==> src/rtl/hazard_stall_ctrl.sv <==
// hazard_stall_ctrl: load-hazard stall insertion plus interrupt entry / eret sequencing beside the ID stage
module hazard_stall_ctrl #(
    parameter int LOAD_USE_STALL = 1,
    parameter int LOAD_JR_STALL  = 2,
    parameter int CNT_W          = 2
) (
    input  logic       clk,
    input  logic       rst,
    input  logic [4:0] Rs_id,
    input  logic [4:0] Rt_id,
    input  logic       uses_rt_id,
    input  logic       jr_id,
    input  logic       mtc0_id,
    input  logic       eret_id,
    input  logic       MemRead_ex,
    input  logic [4:0] Rd_ex,
    input  logic       MemRead_mem,
    input  logic [4:0] Rd_mem,
    input  logic       int_req,
    output logic       PCWrite,
    output logic       IFIDWrite,
    output logic       IDEX_bubble,
    output logic       IFID_flush,
    output logic       epc_we,
    output logic [1:0] pc_src,
    output logic       int_masked
);
    typedef enum logic [1:0] {RUN, STALL, INT_FLUSH, INT_VEC} st_t;
    st_t st;
    logic [CNT_W-1:0] cnt;
    logic [4:0] src;
    logic jr_dep, lu_dep, take_int;
    logic [CNT_W:0] need;
    always_comb begin
        src = jr_id ? Rs_id : Rt_id;
        jr_dep = (jr_id | mtc0_id) && src != 5'd0;
        lu_dep = MemRead_ex && Rd_ex != 5'd0 && (Rd_ex == Rs_id || (uses_rt_id && Rd_ex == Rt_id));
        // jr/jalr and mtc0 consume their operand in ID, so a load still in MEM also hazards
        need = (jr_dep && MemRead_ex && Rd_ex == src)   ? (CNT_W+1)'(LOAD_JR_STALL) :
               (jr_dep && MemRead_mem && Rd_mem == src) ? (CNT_W+1)'(LOAD_JR_STALL - 1) :
               lu_dep                                   ? (CNT_W+1)'(LOAD_USE_STALL) : '0;
        take_int = int_req && !int_masked;
    end
    always_comb begin
        PCWrite = 1'b1;
        IFIDWrite = 1'b1;
        IDEX_bubble = 1'b0;
        IFID_flush = 1'b0;
        epc_we = 1'b0;
        pc_src = 2'd0;
        if (!rst) begin
            case (st)
                RUN: begin
                    if (take_int) begin
                        IFID_flush = 1'b1;
                        IDEX_bubble = 1'b1;
                        PCWrite = 1'b0;
                        epc_we = 1'b1;
                    end else if (need != '0) begin
                        PCWrite = 1'b0;
                        IFIDWrite = 1'b0;
                        IDEX_bubble = 1'b1;
                    end else if (eret_id) begin
                        pc_src = 2'd2;
                        IFID_flush = 1'b1;
                    end
                end
                STALL: begin
                    PCWrite = 1'b0;
                    IFIDWrite = 1'b0;
                    IDEX_bubble = 1'b1;
                end
                INT_FLUSH: begin
                    IFID_flush = 1'b1;
                    IDEX_bubble = 1'b1;
                    PCWrite = 1'b0;
                end
                INT_VEC: pc_src = 2'd1;
                default: ;
            endcase
        end
    end
    always_ff @(posedge clk) begin
        if (rst) begin
            st <= RUN;
            cnt <= '0;
            int_masked <= 1'b0;
        end else begin
            case (st)
                RUN: begin
                    if (take_int) st <= INT_FLUSH;
                    else if (need != '0) begin
                        cnt <= CNT_W'(need - 1'b1);
                        st <= (need > 1) ? STALL : RUN;
                    end else if (eret_id) int_masked <= 1'b0;
                end
                STALL: begin
                    cnt <= cnt - 1'b1;
                    if (cnt <= CNT_W'(1)) st <= RUN;
                end
                INT_FLUSH: st <= INT_VEC;
                INT_VEC: begin
                    int_masked <= 1'b1;
                    st <= RUN;
                end
                default: st <= RUN;
            endcase
        end
    end
endmodule
==> config.mk <==
export PLATFORM = sky130hd
export DESIGN_NAME = hazard_stall_ctrl
export DESIGN_NICKNAME = d
export VERILOG_FILES = /design/src/rtl/hazard_stall_ctrl.sv
export SDC_FILE = /design/constraint.sdc
export NUM_CORES = 1
export LEC_CHECK = 0
export CAP_MARGIN = 20
export CORE_MARGIN = 1.5
export CORE_UTILIZATION = 59
export CTS_CLUSTER_SIZE = 40
export DETAILED_ROUTE_END_ITERATION = 16
export DONT_BUFFER_PORTS = 1
export PLACE_DENSITY_LB_ADDON = 0.08
export SLEW_MARGIN = 10
export SYNTH_ARGS = -nofsm -noshare
export SYNTH_HDL_FRONTEND = slang
export SYNTH_SLANG_ARGS = --single-unit
export TNS_END_PERCENT = 100
==> constraint.sdc <==
create_clock -name clk -period 2.43 [get_ports clk]
set_input_delay 0.486 -clock clk [delete_from_list [all_inputs] [get_ports clk]]
set_output_delay 0.486 -clock clk [all_outputs]
set_load 0.01 [all_outputs]
==> results of run 1 <==
cell type report:
| type | instances | area (sq um) | share of cell area [%] |
|---|---|---|---|
| sequential | 5 | 100.1 | 9.877 |
| clock buffer | 4 | 26.28 | 2.593 |
| multi-input combinational | 97 | 782.0 | 77.16 |
| timing repair buffer | 8 | 63.81 | 6.296 |
| tap | 15 | 18.77 | 1.852 |
| inverter | 6 | 22.52 | 2.222 |
per-stage QoR:
| step | setup WS, ns | hold WS, ns | TNS, ns |
|---|---|---|---|
| after CTS | 0.004173 | 0.3042 | 0 |
| final | 0.01974 | 0.3153 | 0 |
| after global placement | -0.02153 | 0.5342 | -0.02153 |
| after detailed placement | -0.03533 | 0.5461 | -0.03533 |
| after global routing | -0.03391 | 0.2935 | -0.08151 |
| after floorplan | -0.06087 | 0.5043 | -0.1115 |
Yosys cell counts, types with 3 or more instances:
master	n
nor2_1	8
dfxtp_1	5
a21oi_1	4
nand2_1	7
o21ai_1	5
mux2i_1	7
nor2b_1	5
ha_1	5
or4_1	3
xor2_1	10
a211o_1	3
inv_1	6
xnor2_1	10
critical path, cell delays in order:
cell and delay [ns]:
or4_4 0.51, o21ai_2 0.18, a211oi_2 0.11, a2bb2oi_4 0.15, buf_6 0.12, nand2_1 0.06
o31a_1 0.31
kinds of logic after synthesis:
family | after synthesis | synth area share [%]
and+or+nand+nor | 40 | 26.78
AOI/OAI and AO/OA | 25 | 22.08
xor gates and xnor gates | 20 | 19.94
buffers and inverters | 9 | 4.701
muxes | 7 | 7.978
adders and majority gates | 5 | 7.123
DFF | 5 | 11.40
per-layer routing:
metal  global-route usage, %  up-vias  wire length [um]
li1                        -      422                 -
met1                   33.60      407               975
met2                   39.69       35               995
met3                   10.00        4               186
met4                   9.032        0                29
met5                       0        -                 0
sequential cells by signal, indices dropped and copies added (netlist names):
| register | flops |
|---|---|
| int_masked | 1 |
| st | 2 |
| cnt | 2 |
path summary, 6_finish.rpt:
path	start	to	depth (start not counted)
setup / recovery	Rt_id[4]	IDEX_bubble	7
hold / removal	rst	st[0]	1
setup reg to reg	st[0]	st[0]	6
hold reg to reg	st[1]	st[1]	2
power by group:
part / leakage [nW] / switching [W] / internal, W / total (W)
clock: 0.0150 / 0.0000345 / 0.0000621 / 0.0000966
combinational: 0.349 / 0.000126 / 0.000114 / 0.000240
sequential: 0.0410 / 0.0000140 / 0.0000958 / 0.000110
total: 0.405 / 0.000174 / 0.000272 / 0.000446
layout by cell type (no fill, tap or decap), types with 2 or more instances in the layout:
master    instances
a211o_1           3
a211oi_2          2
a21oi_1           4
and2_1            2
buf_4             7
clkbuf_4          3
dfxtp_1           5
ha_1              5
inv_1             6
mux2i_1           3
mux2i_2           4
nand2_1           7
nand2b_1          2
nor2_1            8
nor2b_1           5
nor3_1            2
nor4_1            2
nor4_2            2
o21ai_0           2
o21ai_1           3
o21ai_2           2
o31ai_1           2
or4_4             2
xnor2_1          10
xor2_1           10
==> run metrics, run 1 <==
part of the Yosys area used for sequential elements=11.40%; Netlist cell types=36; Mapped Cells=111; # fillers=98; syn nets=145; final core utilization=75.07%; vias after detailed routing=868; Synth Warn #=0; top cells by area, synth=dfxtp_1, xnor2_1, xor2_1; Clock Path Buffers=2; die outline area=1729 sq um; dpl cells=131; Yosys reg bits=5; Residual DRC=0; period utilization=99.19%; syn_area_per_cell=7.913 sq um; hpwl dp=1746 um; Die Y=41.59 um; Syn Std Cell Area=878.3 sq um; hold crit path type=in2reg; Post-synth EDFFs=0; clk_lat worst skew=0.24 ns; pin slew with the least headroom to its limit=0.3677 ns; drt first pass iters=4; clk root buf=clkbuf_4; startpoint types=input pin; Nets=155; Tmin final=2.410 ns; CORE AREA=1350 sq um; Diodes inserted=0; initial antenna violation count=0; RD Place Congestion=0.8821; initial core utilization=65.06%; post-CTS setup buffers=0; largest net degree at the start of global routing=13; GR Util All Layers=26.15%; first-pass GRT wire length=3484 um; max-capacitance violation count=0; Die W=41.59 um; async set-or-reset flop fraction in the synthesized netlist=0%; crit path DAT=1.92 ns; First DRT Iteration DRCs=41; leakage=0.4048 nW; Num CTS Buffers=3; post-cts sizing count=3; area growth from synthesis to layout=15.38%; RSZ-0062 raised after global routing=true; final WL=2186 um; crit-path max FO=3; H-tree depth=1; Rows=13; final std cells w/o fill=135; status=complete, no violations; vias in the first global route=782; Required @ worst endpoint=1.94 ns; WS Path Type=in2out; critical path endpoint category=output pin; clock input transition at the sequential cells of the worst setup and hold paths=0.04 ns; GR Overflow Total=0; Final Max Slew Viols=0; clk sink count=5; Worst Skew=0.003028 ns; WL per Instance=16.19 um; post-synth top area share=11.40%; pwr dens=440.3 nW/um^2; Final Hold Violating Endpoints=0; Via density=6.430; Slew HR=75.43%; layout cells sized above 1=22.50%; Post-Layout Inst Area=1013 sq um; Placed Area=938.4 sq um; CTS tree=built; Post-CTS Hold Fix Bufs=0; main flop type after synthesis=dfxtp_1; setup violators final=0; peak supply drop=341.9 uV; Final Power=0.0004462 W; largest area contributor in the netlist=dfxtp_1; I/O pins=37; flop2flop setup slack=0.75 ns; ANT nets after route=0; fmax=0.4149 GHz; Port Buffer Count=0
(Power assumes the default switching activity.)
==> inputs of run 2 (changes only) <==
- ABC_AREA: default -> 1
- CORE_ASPECT_RATIO: default -> 0.7
- CORE_UTILIZATION: 59 -> 55
- PLACE_DENSITY: default -> 0.73
- PLACE_DENSITY_LB_ADDON: 0.08 -> default
==> run 2 against run 1 <==
Total power grew 2.0%. Critical path type is now reg2out. Maximum frequency rose by 12%. Synthesized cell count increased by 100%. Non-clock buffer count is 8 lower. Design area is 13% higher. Via count rose by 55%. First-iteration DRC count grew 140%.
==> run metrics, run 2 <==
leakage=0.7170 nW (was 0.4048 nW); top cells by area, synth=nand2_1, nand3_1, inv_1 (was dfxtp_1, xnor2_1, xor2_1); Final Power=0.0004552 W (was 0.0004462 W); peak supply drop=327.5 uV (was 341.9 uV); most frequent cells in the layout=nand2_1, inv_1, nor2_1, nand3_1, a21oi_1 (was xor2_1, xnor2_1, nor2_1); Nets=262 (was 155); Residual DRC=0 (unchanged); Netlist cell types=20 (was 36); drt first pass iters=5 (was 4); Post-CTS Hold Fix Bufs=0 (unchanged); Via density=5.418 (was 6.430); GR Util All Layers=28.33% (was 26.15%); WS Path Type=reg2out (was in2out); post-CTS setup buffers=0 (unchanged); setup_tns=0 ns (unchanged); reg2reg start=st[1] (was st[0]); hpwl dp=2482 um (was 1746 um); fmax=0.4629 GHz (was 0.4149 GHz); pin slew with the least headroom to its limit=0.2720 ns (was 0.3677 ns); Rows=13 (unchanged); first-pass GRT wire length=4988 um (was 3484 um); largest area contributor in the netlist=nand2_1 (was dfxtp_1); Worst Skew=0.004148 ns (was 0.003028 ns); Syn Std Cell Area=1106 sq um (was 878.3 sq um); CORE AREA=1871 sq um (was 1350 sq um); most common cell in the netlist=nand2_1; period utilization=88.90% (was 99.19%); max incr delay on CP=0.34 ns (was 0.51 ns); max-capacitance violation count=0 (unchanged); hold path start=rst (unchanged); Tmin final=2.160 ns (was 2.410 ns); crit path DAT=1.67 ns (was 1.92 ns); commonest non-fill, non-tap cell in the layout=nand2_1; Synth Warn #=0 (unchanged); status=complete, no violations (unchanged); flop2flop setup slack=0.89 ns (was 0.75 ns); post-cts sizing count=0 (was 3); crit-path max FO=6 (was 3); H-tree depth=1 (unchanged); clk sink count=5 (unchanged); Post-synth EDFFs=0 (unchanged); worst hold path cell count=3 (was 1); r2r endpoint=st[0] (unchanged); Diodes inserted=0 (unchanged); Yosys reg bits=5 (unchanged); Final Max Slew Viols=0 (unchanged); post-synth top area share=28.51% (was 11.40%); startpoint types=register (was input pin); CP max stage cell=dfxtp_1 (was or4_4); largest net degree at the start of global routing=11 (was 13); part of the Yosys area used for sequential elements=9.050% (was 11.40%); hold crit path type=in2reg (unchanged); Slew HR=81.80% (was 75.43%); Crit path buffers/inverters=2 (was 1); clk_lat worst skew=0.25 ns (was 0.24 ns); main flop type after synthesis=dfxtp_1 (unchanged); WL per Instance=11.61 um (was 16.19 um); Die Y=40.52 um (was 41.59 um); Final Hold Violating Endpoints=0 (unchanged); die outline area=2293 sq um (was 1729 sq um); Reg2Reg Depth=7 (was 6); syn_area_per_cell=4.938 sq um (was 7.913 sq um); setup violators final=0 (unchanged); area growth from synthesis to layout=3.846% (was 15.38%); CTS tree=built (unchanged); initial antenna violation count=0 (unchanged); Mapped Cells=224 (was 111); First DRT Iteration DRCs=100 (was 41); cells along the critical path=inv_1 -> ha_1 -> inv_1 -> nor2_1 -> nand3_2 -> nor2_1 (was or4_4 -> o21ai_2 -> a211oi_2 -> a2bb2oi_4 -> buf_6 -> nand2_1 -> o31a_1); Clock Path Buffers=2 (unchanged); critical path endpoint category=output pin (unchanged); Port Buffer Count=0 (unchanged); GR Overflow Total=0 (unchanged); RD Place Congestion=0.8775 (was 0.8821); initial core utilization=59.13% (was 65.06%); Regs by FF count=cnt (2), st (2), int_masked (1) (unchanged); layout cells sized above 1=7.489% (was 22.50%); syn nets=258 (was 145); vias after detailed routing=1,349 (was 868); Hold Crit Endpoint=int_masked (was st[0]); CP delay by family, top=simple AND/OR/NAND/NOR gates (was compound AO/OA/AOI/OAI gates); pwr dens=396.3 nW/um^2 (was 440.3 nW/um^2); Required @ worst endpoint=1.94 ns (about the same); Post-synth top cells=nand2_1, inv_1, nand3_1, nor2_1, a21oi_1 (was xnor2_1, xor2_1, nor2_1, mux2i_1, nand2_1); I/O pins=37 (unchanged); vias in the first global route=1,162 (was 782); clk root buf=clkbuf_4 (unchanged); Num CTS Buffers=3 (unchanged); async set-or-reset flop fraction in the synthesized netlist=0% (unchanged); ANT nets after route=0 (unchanged); RSZ-0062 raised after global routing=false (was true); final WL=2891 um (was 2186 um); clock input transition at the sequential cells of the worst setup and hold paths=0.05 ns (was 0.04 ns); # fillers=187 (was 98); Die W=56.60 um (was 41.59 um)
run 2: changes by cell type after synthesis, moves of 9 or more:
cell | before | now
xnor2_1 | 10 | 1
xor2_1 | 10 | 1
nand3_1 | 2 | 31
inv_1 | 6 | 33
nor2_1 | 8 | 31
nand2_1 | 7 | 84
run 2: worst max-delay path by stage:
stage	start	cells after the start	to	slack [ns]
detailed placement	Rs_id[4]	9	IFID_flush	0.33
finish	st[1]	6	pc_src[1]	0.27
floorplan	jr_id	10	IFID_flush	0.39
global route	st[1]	6	pc_src[1]	0.11
CTS	st[1]	6	pc_src[1]	0.26
global placement	Rs_id[4]	9	IFID_flush	0.38
run 2: cells by family (layout without fill, tap and decap cells):
group	after synthesis	in the layout	synth area share, %
XOR/XNOR	2	2	1.584
buffers and inverters	37	40	13.69
flip-flops	5	5	9.050
adder cells (fa/ha/maj)	5	5	5.656
AO/OA/AOI/OAI	12	12	5.882
AND/OR/NAND/NOR	163	163	64.14
run 2: area by class of cell:
cell class | count | area, sq um | share of cell area, %
well taps | 22 | 27.53 | 2.397
inverters | 36 | 140.1 | 12.20
multi-input cells | 182 | 854.6 | 74.40
flip-flops and latches | 5 | 100.1 | 8.715
clock buffers | 4 | 26.28 | 2.288
run 2: through the flow:
step | instance area [sq um] | instances | hold slack [ns] | utilization [%] | setup slack [ns]
detailed placement | 1122 | 245 | 0.5417 | 60.00 | 0.3320
floorplan | 1106 | 224 | 0.5033 | - | 0.3876
global route | 1149 | 249 | 0.4676 | 61.40 | 0.1123
CTS | 1149 | 249 | 0.4499 | 61.40 | 0.2612
global placement | 1122 | 245 | 0.5282 | 60.00 | 0.3824
finish | 1149 | 249 | 0.4573 | 61.40 | 0.2696
run 2: tightest hold or removal path, cell delays in order:
cell and delay (ns):
nor2_1 0.06, nand2_1 0.07, nand2_1 0.04
run 2: per-layer routing:
metal / wire length (um) / GRT usage, %
met5: 0 / 0
met4: 34 / 1.190
met3: 362 / 9.677
met2: 1150 / 42.15
met1: 1343 / 40.85
run 2: power by group:
group / switching, W / internal [W] / total [W]
Clock: 0.0000369 / 0.0000623 / 0.0000991
Sequential: 0.0000103 / 0.0000935 / 0.000104
Combinational: 0.000165 / 0.0000874 / 0.000252
Total: 0.000212 / 0.000243 / 0.000455
==> inputs of run 3 (changes only) <==
- CORE_ASPECT_RATIO: 0.7 -> 1.2
- CTS_CLUSTER_DIAMETER: default -> 100
==> run 3 against run 2 <==
First-iteration DRC count decreased by 82%. Design area decreased by 0.33%. Final cell count decreased by 1.2%. Hold slack improved by 0.0073 ns. Register-to-register slack about the same. Wire length decreased by 5.1%. Global-route usage decreased by 2.7 points. Largest cell class unchanged.
==> run metrics, run 3 (same netlist as run 2, synthesis figures left out) <==
layout cells sized above 1=7.489% (unchanged); met3 wire len=127 um (was 362 um); crit path DAT=1.70 ns (was 1.67 ns); initial antenna violation count=0 (unchanged); initial core utilization=59.09% (was 59.13%); uppermost routed layer=met4 (unchanged); hold crit path type=in2reg (unchanged); largest net degree at the start of global routing=11 (unchanged); Final Max Slew Viols=0 (unchanged); H-tree depth=1 (unchanged); crit-path max FO=6 (unchanged); clock input transition at the sequential cells of the worst setup and hold paths=0.05 ns (about the same); Required @ worst endpoint=1.94 ns (about the same); met2 WL post-DR=1472 um (was 1150 um); clk root buf=clkbuf_4 (unchanged); clk_lat worst skew=0.25 ns (about the same); hpwl dp=2370 um (was 2482 um); ANT nets after route=0 (unchanged); GR Overflow Total=0 (unchanged); commonest non-fill, non-tap cell in the layout=nand2_1 (unchanged); RSZ-0062 raised after global routing=false (unchanged); setup violators final=0 (unchanged); setup_tns=0 ns (unchanged); post-cts sizing count=0 (unchanged); period utilization=90.10% (was 88.90%); leakage=0.7170 nW (unchanged); peak supply drop=168.1 uV (was 327.5 uV); vias in the first global route=1,240 (was 1,162); clk sink count=5 (unchanged); Die W=43.94 um (was 56.60 um); Tmin final=2.189 ns (was 2.160 ns); WL per Instance=11.15 um (was 11.61 um); area growth from synthesis to layout=3.507% (was 3.846%); fmax=0.4567 GHz (was 0.4629 GHz); WS Path Type=reg2out (unchanged); First DRT Iteration DRCs=18 (was 100); max-capacitance violation count=0 (unchanged); CORE AREA=1872 sq um (was 1871 sq um); Slew HR=79.09% (was 81.80%); pwr dens=398.3 nW/um^2 (was 396.3 nW/um^2); Worst Skew=0.001375 ns (was 0.004148 ns); Regs by FF count=cnt (2), st (2), int_masked (1) (unchanged); final core utilization=61.16% (was 61.40%); final WL=2744 um (was 2891 um); Die Y=52.13 um (was 40.52 um); critical path endpoint category=output pin (unchanged); vias after detailed routing=1,347 (was 1,349); Diodes inserted=0 (unchanged); status=complete, no violations (unchanged); Via density=5.476 (was 5.418); first-pass GRT wire length=4450 um (was 4988 um); Clock Path Buffers=2 (unchanged); Rows=17 (was 13); I/O pins=37 (unchanged); GR Util All Layers=25.58% (was 28.33%); post-CTS setup buffers=0 (unchanged); most frequent cells in the layout=nand2_1, inv_1, nor2_1, nand3_1, a21oi_1 (unchanged); Final Hold Violating Endpoints=0 (unchanged); M1 wire length=1028 um (was 1343 um); Num CTS Buffers=3 (unchanged); die outline area=2290 sq um (was 2293 sq um); Post-CTS Hold Fix Bufs=0 (unchanged); pin slew with the least headroom to its limit=0.3146 ns (was 0.2720 ns); startpoint types=register (unchanged); drt first pass iters=4 (was 5); RD Place Congestion=0.9112 (was 0.8775); CTS tree=built (unchanged); Port Buffer Count=0 (unchanged); Nets=262 (unchanged); Residual DRC=0 (unchanged)
[run 3: power by group]
part / switching, W / total (W) / leakage (nW) / internal (W)
clock network: 0.0000397 / 0.000102 / 0.0150 / 0.0000624
logic: 0.000163 / 0.000250 / 0.661 / 0.0000875
registers: 0.0000101 / 0.000104 / 0.0408 / 0.0000935
[run 3: layout make-up]
type / count / area (sq um)
Fill cell: 192 / 726.9
Sequential cell: 5 / 100.1
Multi-Input combinational cell: 182 / 854.6
Tap cell: 19 / 23.77
Clock buffer: 4 / 26.28
Inverter: 36 / 140.1
[run 3: per-stage QoR]
step	hold slack (ns)	instances	area, sq um	power [W]	setup WS (ns)
floorplan	0.5033	224	1106	0.0003141	0.3876
global placement	0.5289	242	1119	0.0003452	0.3719
detailed placement	0.5406	242	1119	0.0003544	0.3257
CTS	0.4706	246	1145	0.0004546	0.2419
global route	0.4858	246	1145	0.0005013	0.1432
finish	0.4647	246	1145	0.0004559	0.2405
[run 3: critical path, stage by stage, from the launching register on]
cell and delay, ns:
dfxtp_1 0.33, inv_1 0.10, ha_1 0.25, inv_1 0.11
nor2_1 0.25, nand3_2 0.19, nor2_1 0.22
[run 3: path summary, 6_finish.rpt]
check                to  cells after the start  slack, ns  startpoint
min reg2reg       st[1]                      2       0.54       st[1]
min          int_masked                      3       0.46         rst
max reg2reg       st[1]                      7       0.89       st[1]
max           pc_src[1]                      6       0.24       st[1]
[run 3: metal layers]
| layer | global-route usage, % | vias to the layer above |
|---|---|---|
| li1 | - | 706 |
| met5 | 0 | - |
| met3 | 4.167 | 12 |
| met4 | 18.18 | 0 |
| met2 | 49.02 | 39 |
| met1 | 23.44 | 590 |
